`src/rtl/vote_pkg.sv`:
```
// Shared types and constants for the ballot frame collector.
// Holds the frame FSM state encoding and sizing helpers.
package vote_pkg;

   typedef enum logic [1:0] {
      IDLE,
      COLLECT,
      DECIDE,
      HOLD
   } vote_state_t;

   localparam int VOTE_N_DEF   = 7;
   localparam int VOTE_THR_DEF = 4;

   // Bits needed to hold a count ranging over 0..n inclusive.
   function automatic int cnt_width(input int n);
      return $clog2(n + 1);
   endfunction

endpackage

```
`src/rtl/vote_ballot_shift.sv`:
```
// Ballot slice: write index, yes-count and ballot vector.
// Cleared at frame start, loaded once per accepted or abstained ballot.
module vote_ballot_shift
   import vote_pkg::*;
#(
   parameter int N_VOTERS = VOTE_N_DEF,
   parameter int CNT_W    = cnt_width(N_VOTERS),
   parameter int IDX_W    = (N_VOTERS > 1) ? $clog2(N_VOTERS) : 1
) (
   input  logic                clk,
   input  logic                rst_n,
   input  logic                clear,
   input  logic                load,
   input  logic                bit_in,
   output logic [IDX_W-1:0]    idx,
   output logic [CNT_W-1:0]    count,
   output logic [N_VOTERS-1:0] vec,
   output logic                last
);

   // Slot register: store the ballot at idx, bump count and idx.
   always_ff @(posedge clk or negedge rst_n) begin
      if (!rst_n) begin
         idx   <= '0;
         count <= '0;
         vec   <= '0;
      end else if (clear) begin
         idx   <= '0;
         count <= '0;
         vec   <= '0;
      end else if (load) begin
         vec[idx] <= bit_in;
         count    <= count + CNT_W'(bit_in);
         idx      <= idx + IDX_W'(1);
      end
   end

   assign last = (idx == IDX_W'(N_VOTERS - 1));

endmodule

```
`src/rtl/vote_frame_collector.sv`:
```
// Serial ballot collector with gated threshold verdict and result port.
// Optional macro VOTE_TIMEOUT_EN adds per-ballot abstain timeout.
module vote_frame_collector
   import vote_pkg::*;
#(
   parameter int N_VOTERS  = VOTE_N_DEF,
   parameter int THRESHOLD = VOTE_THR_DEF,
   parameter int CNT_W     = cnt_width(N_VOTERS),
   parameter int TO_CYCLES = 16
) (
   input  logic                clk,
   input  logic                rst_n,
   input  logic                start,
   input  logic                gate_en,
   input  logic                ballot_valid,
   input  logic                ballot_bit,
   output logic                ballot_ready,
   output logic                result_valid,
   input  logic                result_ready,
   output logic                result_pass,
   output logic [CNT_W-1:0]    result_count,
   output logic [N_VOTERS-1:0] result_vec,
`ifdef VOTE_TIMEOUT_EN
   output logic                timeout_seen,
`endif
   output logic                busy
);

   localparam int IDX_W = (N_VOTERS > 1) ? $clog2(N_VOTERS) : 1;

   if (N_VOTERS < 1 || N_VOTERS > 255 || THRESHOLD < 1 ||
       THRESHOLD > N_VOTERS || TO_CYCLES < 1) begin : g_bad_cfg
      $error("vote_frame_collector: bad parameter set");
   end

   vote_state_t state_q, state_d;

   logic                gate_q;
   logic                sh_clear;
   logic                sh_load;
   logic                sh_last;
   logic                xfer;
   logic                expire;
   logic                abst_q;
   logic [IDX_W-1:0]    sh_idx;
   logic [CNT_W-1:0]    sh_count;
   logic [N_VOTERS-1:0] sh_vec;

   assign ballot_ready = (state_q == COLLECT);
   assign busy         = (state_q != IDLE);
   assign xfer         = ballot_ready && ballot_valid;
   assign sh_load      = xfer || expire;

`ifdef VOTE_TIMEOUT_EN
   localparam int TO_W = cnt_width(TO_CYCLES);

   logic [TO_W-1:0] to_q;

   assign expire = ballot_ready && !ballot_valid &&
                   (to_q == TO_W'(TO_CYCLES - 1));

   // Wait timer: restarts on frame entry and on every slot fill.
   always_ff @(posedge clk or negedge rst_n) begin
      if (!rst_n) begin
         to_q   <= '0;
         abst_q <= 1'b0;
      end else if (state_q == IDLE && start) begin
         to_q   <= '0;
         abst_q <= 1'b0;
      end else if (state_q == COLLECT) begin
         if (sh_load) to_q <= '0;
         else         to_q <= to_q + TO_W'(1);
         if (expire)  abst_q <= 1'b1;
      end
   end
`else
   assign expire = 1'b0;
   assign abst_q = 1'b0;
`endif

   vote_ballot_shift #(
      .N_VOTERS (N_VOTERS),
      .CNT_W    (CNT_W),
      .IDX_W    (IDX_W)
   ) u_shift (
      .clk    (clk),
      .rst_n  (rst_n),
      .clear  (sh_clear),
      .load   (sh_load),
      .bit_in (xfer && ballot_bit),
      .idx    (sh_idx),
      .count  (sh_count),
      .vec    (sh_vec),
      .last   (sh_last)
   );

   // State register.
   always_ff @(posedge clk or negedge rst_n) begin
      if (!rst_n) state_q <= IDLE;
      else        state_q <= state_d;
   end

   // Next-state and slice clear; start only honoured in IDLE.
   always_comb begin
      state_d  = state_q;
      sh_clear = 1'b0;
      unique case (state_q)
         IDLE: begin
            if (start) begin
               sh_clear = 1'b1;
               state_d  = COLLECT;
            end
         end
         COLLECT: begin
            if (sh_load && sh_last) state_d = DECIDE;
         end
         DECIDE: state_d = HOLD;
         HOLD: begin
            if (result_ready) state_d = IDLE;
         end
         default: state_d = IDLE;
      endcase
   end

   // Frame enable captured with start.
   always_ff @(posedge clk or negedge rst_n) begin
      if (!rst_n)                      gate_q <= 1'b0;
      else if (state_q == IDLE && start) gate_q <= gate_en;
   end

   // Result stage: loaded in DECIDE, valid dropped on handshake.
   always_ff @(posedge clk or negedge rst_n) begin
      if (!rst_n) begin
         result_valid <= 1'b0;
         result_pass  <= 1'b0;
         result_count <= '0;
         result_vec   <= '0;
`ifdef VOTE_TIMEOUT_EN
         timeout_seen <= 1'b0;
`endif
      end else if (state_q == DECIDE) begin
         result_valid <= 1'b1;
         result_pass  <= gate_q && (sh_count >= CNT_W'(THRESHOLD));
         result_count <= sh_count;
         result_vec   <= sh_vec;
`ifdef VOTE_TIMEOUT_EN
         timeout_seen <= abst_q;
`endif
      end else if (state_q == HOLD && result_ready) begin
         result_valid <= 1'b0;
      end
   end

   logic unused_ok;
   assign unused_ok = ^{sh_idx, abst_q};

endmodule

```
`config.mk`:
```
export PLATFORM = sky130hd
export DESIGN_NAME = vote_frame_collector
export DESIGN_NICKNAME = d
export VERILOG_FILES = /design/src/rtl/vote_pkg.sv /design/src/rtl/vote_ballot_shift.sv /design/src/rtl/vote_frame_collector.sv
export SDC_FILE = /design/constraint.sdc
export NUM_CORES = 1
export LEC_CHECK = 0
export BUFFER_PORTS_ARGS = -buffer_cell sky130_fd_sc_hd__buf_2
export CAP_MARGIN = 20
export CORE_MARGIN = 2
export CORE_UTILIZATION = 45
export CTS_CLUSTER_DIAMETER = 40
export CTS_CLUSTER_SIZE = 20
export DETAILED_ROUTE_END_ITERATION = 7
export GPL_ROUTABILITY_DRIVEN = 1
export MAX_ROUTING_LAYER = met4
export PLACE_DENSITY = 0.66
export SKIP_LAST_GASP = 1
export SLEW_MARGIN = 0
export SYNTH_ARGS = -nofsm -noshare
export SYNTH_HDL_FRONTEND = slang
export SYNTH_HIERARCHICAL = 1
export SYNTH_SLANG_ARGS = --single-unit
export TNS_END_PERCENT = 100
```
`constraint.sdc`:
```
create_clock -name clk -period 3.8 [get_ports clk]
set_input_delay 0.19 -clock clk [delete_from_list [all_inputs] [get_ports clk]]
set_output_delay 0.19 -clock clk [all_outputs]
set_load 0.005 [all_outputs]
```
### Word level (Yosys, flattened, before mapping)

Cells that the tools add are included.

| operators by class | value |
|---|---|
| equal/unequal tests | 7 |
| magnitude comparators | 3 |
| mux-type cells | 17 |
| add/sub/neg operators | 2 |
| reductions and logical operators | 12 |

Operators with widths:

| cell | number |
|---|---|
| $mux W7 | 2 |
| $mux W3 | 4 |
| $pmux W2 S4 | 1 |
| $bwmux W7 | 1 |
| $logic_and A1 B1 Y1 | 7 |
| $mux W2 | 3 |
| $reduce_bool A2 Y1 | 3 |
| $mux W1 | 5 |
| $eq A2 B2 Y1 const B | 2 |
| $lt A3 B4 Y1 const B | 1 |
| $ne A2 B2 Y1 const B | 2 |
| $add A3 B1 Y3 | 1 |
| $add A3 B1 Y3 const B | 1 |
| $demux W1 S3 | 1 |
| $eq A3 B3 Y1 const B | 1 |
| $ge A3 B1 Y1 const B | 1 |
| $ge A3 B3 Y1 const B | 1 |
| $reduce_and A3 Y1 | 1 |
| $eq A2 B1 Y1 const B | 1 |
| $logic_not A2 Y1 | 1 |
| $ne A2 B1 Y1 const B | 1 |

| storage, ports and cells | value |
|---|---|
| bits in registers | 28 |
| output and inout port bits | 14 |
| input bits | 7 |

### Depth between registers and ports, before layout

Gate-level depths: netlist of run 1.

| depth | value |
|---|---|
| word-level depth | 7 |
| gate-level depth with buffers | 7 |

### Hierarchy

Netlist of run 1, hierarchy kept.

Modules (own cells, without submodules):

| module | area each (µm²) | instances | cells an instance |
|---|---|---|---|
| vote_ballot_shift | 711.9 | 1 | 58 |
| vote_frame_collector | 665.6 | 1 | 50 |

### Least setup slack after synthesis of run 1

Ideal clock, no wire load.

| timing path | value |
|---|---|
| kind | register -> register |
| start | register u_shift.idx[0] |
| end | register state_q[1] |
| buffers on the path | 1 |
| arrival | 1.551 ns |
| slack | 2.121 ns |
| setup time | 0.127 ns |
| data required time | 3.673 ns |
| cell stages (with the launch flop) | 8 |
| path through | dfrtp_1 buf_6 inv_1 ha_1 and2_1 nand2_1 a222oi_1 mux2_1 |

| on the way | value |
|---|---|
| cells in the longest elaborated chain, start to end | 4 |

Ends and longest elaborated chain:

| element | RTL line | text |
|---|---|---|
| start: declaration | vote_ballot_shift.sv:15 | `output logic [IDX_W-1:0] idx,` |
| start signal: assignment | vote_ballot_shift.sv:34 | `idx <= idx + IDX_W'(1);` |
| $eq A3 B3 Y1 | vote_ballot_shift.sv:38 | `assign last = (idx == IDX_W'(N_VOTERS - 1));` |
| named net sh_last | vote_frame_collector.sv:41 | `logic sh_last;` |
| $logic_and A1 B1 Y1 | vote_frame_collector.sv:115 | `if (sh_load && sh_last) state_d = DECIDE;` |
| $ne A2 B1 Y1 (no line) | - |  |
| $reduce_and A3 Y1 (no line) | - |  |
| end signal: assignment | vote_frame_collector.sv:100 | `else state_q <= state_d;` |
| end: declaration | vote_frame_collector.sv:36 | `vote_state_t state_q, state_d;` |

The timed path passes the listed nets, and every way through them passes these cells.
A chain may end at the register's enable or synchronous reset.

### Final worst setup path of run 1

| timing path | value |
|---|---|
| start | register state_q[0] |
| end | register u_shift.vec[0] |

| on the way | value |
|---|---|
| elaborated cells on any way between the ends | 9 |

RTL lines:

| element | RTL line | text |
|---|---|---|
| $logic_not A2 Y1 (*) | vote_frame_collector.sv:107 | `unique case (state_q)` |
| $mux W1 (*) | vote_frame_collector.sv:107 |  |
| named net sh_clear | vote_frame_collector.sv:39 | `logic sh_clear;` |
| $mux W7 or $reduce_bool A2 Y1 (tied branches) | - |  |
| end signal: indexed assignment | vote_ballot_shift.sv:32 | `vec[idx] <= bit_in;` |
| end: declaration | vote_ballot_shift.sv:17 | `output logic [N_VOTERS-1:0] vec,` |

The timed path passes the listed nets; every way through them passes the cells marked *. The select of a mux whose other input is x is not followed.

==> metrics.md, run 1 <==
| Metric | Value |
|---|---|
| Status | `finished, final reports clean` |
| Worst Max-Slew Pin Slew | `0.8722 ns` |
| Synth Register Bits | `28` |
| Post-synth ARST share | `1.000` |
| Design Area, Final | `1534 um^2` |
| Share of cells above drive strength 1 | `0.3023` |
| Vias in the first global route | `843` |
| # setup viols final | `0` |
| Hold Buf Count CTS | `1` |
| Top post-synthesis cells by area | `dfrtp_1, mux2_2, ha_1, mux2i_1, nand2b_1` |
| Largest net degree at the start of global routing | `29` |
| Worst Hold Launch | `gate_en` |
| Most instantiated cells after synthesis | `dfrtp_1, mux2_2, mux2i_1, ha_1, nand2b_1` |
| Final hold vios | `0` |
| Switch Pwr | `0.3136 mW` |
| Minimum hold slack | `0.1023 ns` |
| Post-CTS setup buffers | `0` |
| Drc violations | `0` |
| Clk Latency, worst-skew pair | `0.32 ns` |
| Post-Route WL | `2.211 mm` |
| CP Max Fanout | `15` |
| Drt wl/cell | `13.65 um` |
| Worst R2R Start | `state_q[0]` |
| Slowest-stage cell, CP | `nor2_1` |
| Slew HR | `0.4164` |
| Skew final | `0.007198 ns` |
| Total GRT Usage | `0.1479` |
| Largest area contributor in the netlist | `dfrtp_1` |
| First-pass GRT wire length | `3.698 mm` |
| Via count | `840` |
| Flop pwr share | `0.478` |
| Register area share after synthesis | `0.5086` |
| CP Launch Type | `register` |
| Post-synth EDFFs | `0` |
| Die X | `59.33 um` |
| Total CTS buffers | `3` |
| # IOs | `21` |
| Post-route ant nets | `0` |
| Nets | `146` |
| Fmax | `489.1 MHz` |
| Cells after synthesis | `108` |
| P&R area growth vs syn | `11.35%` |
| Mapped Nets | `124` |
| RSZ-0062 raised after global routing | `no` |
| Top-count cell post-synth | `dfrtp_1` |
| Drt first-iter violations | `20` |
| Top cell type's share of synthesized area | `0.5086` |
| Total grt overflow | `0` |
| Die ar. | `3520 um^2` |
| MaxCap Viol Count | `0` |
| Crit-path max cell delay | `0.67 ns` |
| Layout Cells excl Fill | `162` |
| Power per cell area | `596.7 nW/um^2` |
| Placed Cells | `157` |
| Period utilization | `0.5380` |
| Post-synth cell types | `26` |
| Leak | `0.7974 nW` |
| Mapped cell area | `1378 um^2` |
| CTS tree | `built` |
| Crit Path Class | `register to register` |
| Routability cong. | `0.7564` |
| Clock Tree Root | `clkbuf_4` |
| Num Clock Sinks | `28` |
| HP Class | `input port to register` |
| Switch share | `0.3426` |
| Crit path arrival time | `2.26 ns` |
| CTS clock-pin slew for the worst setup and hold paths | `0.14 ns` |
| Initial antenna violation count | `0` |
| Die Y | `59.33 um` |
| Synthesis Warnings | `6` |
| Fin Setup TNS | `0 ns` |
| Cells along the critical path | `inv_1 -> ha_1 -> inv_1 -> nor2_1 -> nand2b_1 -> mux2i_1` |
| Main synth FF type | `dfrtp_1` |
| R2r setup slk | `1.76 ns` |
| Placed cell areas | `1488 um^2` |
| Routed vias/inst | `5.185` |
| Critical Path Sink Type | `register` |
| Power share of the combinational group | `0.369` |
| HPWL Detailed | `1.520 mm` |
| Most used cell along the critical path | `inv_1` |
| CTS resizes | `0` |
| H-tree levels | `1` |
| IO Port Bufs | `20` |
| Starting Density | `0.4626` |
| Core area | `2978 um^2` |
| Longest Clk Path Bufs | `2` |
| Final-report max-slew violation count | `0` |
| CP startpoint | `state_q[0]` |
| Crit path time final | `2.045 ns` |
| Int Pwr | `0.6017 mW` |
| Clk pwr share | `0.153` |
| Worst path required time | `4.01 ns` |
| Syn_area_per_cell | `12.76 um^2` |
| Pre-antenna DRT Iters | `4` |
| Worst vdd ir | `0.3866 mV` |
| Floorplan row count | `20` |
| Diodes inserted | `0` |
[power groups by stage]
stage          clock network (mW)  logic [mW]  registers, mW
6_report                    0.140       0.338          0.437
5_1_grt                     0.160       0.384          0.451
2_1_floorplan                   0       0.276          0.425
4_1_cts                     0.149       0.345          0.439
3_3_place_gp                    0       0.330          0.442
3_5_place_dp                    0       0.343          0.446
[per-layer routing]
layer	vias to the layer above	track usage	share of wire
met5	-	-	0
met4	0	0.03896	0.0068
met3	2	0.04585	0.033
met2	14	0.2355	0.50
met1	408	0.1823	0.46
li1	416	-	-
[registers in the layout, indices dropped and copies added (netlist names)]
name	flops
result_pass	1
result_vec	7
gate_q	1
state_q	2
result_count	3
u_shift/count	3
u_shift/idx	3
u_shift/vec	7
result_valid	1
[placed cells by master, fill, tap and decap left out, types with 6 or more instances in the layout]
cell | synthesis | routed
mux2_2 | 11 | 11
mux2i_1 | 10 | 10
buf_2 | 1 | 20
inv_1 | 7 | 7
nor2_1 | 6 | 6
ha_1 | 9 | 9
nand2b_1 | 8 | 8
dfrtp_1 | 28 | 28
[through the flow]
stage	utilization	setup WS (ns)	power (mW)
after floorplan	-	2.121	0.7010
after global placement	0.4996	1.843	0.7722
after detailed placement	0.4996	1.704	0.7882
after CTS	0.5151	1.696	0.9338
after global routing	0.5151	1.536	0.9955
final	0.5151	1.755	0.9153
[critical path, delay by kind of cell (launching register included)]
family / cells / cell delay [ns]
buffers and inverters: 2 / 0.18
multiplexers: 1 / 0.12
AND/OR/NAND/NOR: 2 / 1.03
adder cells (fa/ha/maj): 1 / 0.18
flip-flops: 1 / 0.43
[logic make-up after synthesis]
group	after synthesis	synth area share
AO/OA/AOI/OAI	8	0.04723
buffers and inverters	11	0.04178
multiplexers	22	0.1708
AND/OR/NAND/NOR	29	0.1435
adder cells (fa/ha/maj)	9	0.08175
XOR/XNOR	1	0.006359
flip-flops	28	0.5086
[worst paths after layout]
check | depth (start not counted) | end
max in group asynchronous | 2 | result_vec[0]
min in group asynchronous | 2 | u_shift/vec[2]
hold reg to reg | 1 | result_valid
setup / recovery | 6 | u_shift/vec[0]
setup reg to reg | 6 | u_shift/vec[0]
hold / removal | 2 | gate_q
[layout make-up]
type / instances / area [um^2]
well taps: 33 / 41.29
flip-flops and latches: 28 / 700.7
multi-input cells: 69 / 619.3
inverters: 7 / 26.28
fillers: 274 / 1444
repair buffers: 21 / 110.1
clock buffers: 4 / 36.28
(Power assumes the default switching activity.)
==> inputs of run 2 (changes only) <==
--- a/config.mk
+++ b/config.mk
@@ -14,7 +14,7 @@
 export DETAILED_ROUTE_END_ITERATION = 7
 export GPL_ROUTABILITY_DRIVEN = 1
 export MAX_ROUTING_LAYER = met4
-export PLACE_DENSITY = 0.66
+export PLACE_DENSITY = 0.68
 export SKIP_LAST_GASP = 1
 export SLEW_MARGIN = 0
 export SYNTH_ARGS = -nofsm -noshare
==> constraint.sdc (replaced) <==
create_clock -name clk -period 1.7 [get_ports clk]
set_input_delay 0.085 -clock clk [delete_from_list [all_inputs] [get_ports clk]]
set_output_delay 0.085 -clock clk [all_outputs]
set_load 0.005 [all_outputs]
==> run 2 against run 1 <==
Effect of this change:
- routed wire length grew 17%
- sequential power grew 110%
- register-to-register slack got worse by 1.7 ns
- combinational power grew to 3.3 times the previous value
- worst setup slack worse by 1.7 ns
- design area grew 7.7%
- cell count up 8.0%
- critical path type unchanged
- largest power group is now combinational logic
==> metrics.md, run 2 (same netlist as run 1, synthesis figures left out) <==
| Metric | Value |
|---|---|
| Vias in the first global route | `958` |
| Post-route ant nets | `0` |
| Crit path time final | `1.647 ns` |
| Post-Route WL | `2.596 mm` |
| Family with the most delay on the worst path | `flip-flops` |
| Final-report max-slew violation count | `0` |
| WL met3 | `59 um` |
| Placed cell areas | `1548 um^2` |
| Worst vdd ir | `0.5517 mV` |
| Power share of the combinational group | `0.471` |
| Pre-antenna DRT Iters | `4` |
| Floorplan row count | `20` |
| CTS clock-pin slew for the worst setup and hold paths | `0.15 ns` |
| HPWL Detailed | `1.823 mm` |
| Largest registers | `result_vec (7), u_shift/vec (7)` |
| Drt first-iter violations | `12` |
| Int Pwr | `1.540 mW` |
| Slew HR | `0.5905` |
| # IOs | `21` |
| Design Area, Final | `1652 um^2` |
| Switch share | `0.3425` |
| Commonest non-fill, non-tap cell in the layout | `dfrtp_1` |
| Via count | `923` |
| CP Max Fanout | `4` |
| Total GRT Usage | `0.1635` |
| Die ar. | `3520 um^2` |
| Fin Setup TNS | `0 ns` |
| Leak | `0.8643 nW` |
| Fillers | `255` |
| Sum of buffers and inverters on the critical path | `2` |
| Clk Latency, worst-skew pair | `0.32 ns` |
| Longest Clk Path Bufs | `2` |
| Share of cells above drive strength 1 | `0.4014` |
| Register area | `700.7 um^2` |
| Routed vias/inst | `5.274` |
| Cells along the critical path | `inv_1 -> ha_1 -> a222oi_1 -> buf_4 -> mux2_4` |
| MaxCap Viol Count | `0` |
| CP Launch Type | `register` |
| Minimum hold slack | `0.05331 ns` |
| Clk pwr share | `0.137` |
| CTS tree | `built` |
| Num Clock Sinks | `28` |
| # setup viols final | `0` |
| Worst path required time | `1.92 ns` |
| Post-Route M1 WL | `1.155 mm` |
| Initial antenna violation count | `0` |
| Final hold vios | `0` |
| Clock Tree Root | `clkbuf_4` |
| HP Class | `input port to register` |
| Crit path arrival time | `1.87 ns` |
| Routability cong. | `0.7267` |
| Power per cell area | `1418 nW/um^2` |
| Core area | `2978 um^2` |
| Die X | `59.33 um` |
| Tot Pwr | `2.342 mW` |
| H-tree levels | `1` |
| P&R area growth vs syn | `19.89%` |
| Multi-input logic area | `636.9 um^2` |
| Largest net degree at the start of global routing | `29` |
| Highest metal used | `met4` |
| Period utilization | `0.9687` |
| Skew final | `0.003012 ns` |
| Starting Density | `0.4626` |
| Total grt overflow | `0` |
| Nets | `159` |
| Worst Max-Slew Pin Slew | `0.6143 ns` |
| Drc violations | `0` |
| Diodes inserted | `0` |
| Critical Path Sink Type | `register` |
| Status | `finished, final reports clean` |
| RSZ-0062 raised after global routing | `yes` |
| Switch Pwr | `0.8021 mW` |
| Die Y | `59.33 um` |
| Total CTS buffers | `3` |
| Crit Path Class | `register to register` |
| Slowest-stage cell, CP | `dfrtp_1` |
| Fmax | `607.2 MHz` |
| Crit-path max cell delay | `0.42 ns` |
| IO Port Bufs | `20` |
| Met2 WL | `1.370 mm` |
| First-pass GRT wire length | `4.236 mm` |
| Flop pwr share | `0.392` |
| Drt wl/cell | `14.83 um` |
| Most frequent cells in the layout | `dfrtp_1, buf_2, buf_4, mux2_2, mux2i_1` |
run 2: area by class of cell:
class	instances	area share
Sequential cell	28	0.4242
Multi-Input combinational cell	69	0.3856
Tap cell	33	0.02500
Clock buffer	4	0.02197
Timing Repair Buffer	34	0.1273
Inverter	7	0.01591
run 2: metal layers:
layer  up-vias  track usage
met2        13       0.2873
li1        440            -
met1       468       0.1989
met5         -            -
met4         0      0.03896
met3         2      0.01965
run 2: power by group through the flow:
stage / Combinational, mW / Sequential, mW / Clock (mW)
4_1_cts: 1.02 / 0.918 / 0.338
6_report: 1.10 / 0.918 / 0.321
5_1_grt: 1.21 / 0.936 / 0.363
2_1_floorplan: 0.617 / 0.950 / 0
3_3_place_gp: 0.915 / 0.924 / 0
3_5_place_dp: 0.959 / 0.942 / 0
run 2: final timing paths:
| kind | from | to | slack, ns | depth (start not counted) |
|---|---|---|---|---|
| max | state_q[0] | state_q[1] | 0.05 | 5 |
| min | result_ready | result_valid | 0.05 | 3 |
| max reg2reg | state_q[0] | state_q[1] | 0.05 | 5 |
| min reg2reg | result_valid | result_valid | 0.50 | 1 |
| max in group asynchronous | rst_n | result_count[0] | 1.02 | 2 |
| min in group asynchronous | rst_n | u_shift/vec[3] | 0.29 | 2 |
run 2: tightest hold or removal path, stage by stage:
cell and delay [ns]:
buf_2 0.10, nand2_1 0.06, a21o_1 0.10
run 2: what timing repair did:
| item | in CTS | in global routing |
|---|---|---|
| gates resized for setup | 1 | 5 |
| endpoints found under the hold margin | 29 | 0 |
| setup buffers | 2 | 2 |
| hold buffers | 2 | 0 |
| setup endpoints to repair | 10 | 13 |
| pin swaps | 1 | 1 |
run 2: metrics by stage:
stage	worst slack, ns	util	std cells
2_1_floorplan	0.02130	-	108
3_3_place_gp	0.04049	0.5197	165
3_5_place_dp	-0.03270	0.5197	165
4_1_cts	0.008062	0.5445	173
5_1_grt	-0.02208	0.5546	175
6_report	0.05315	0.5546	175
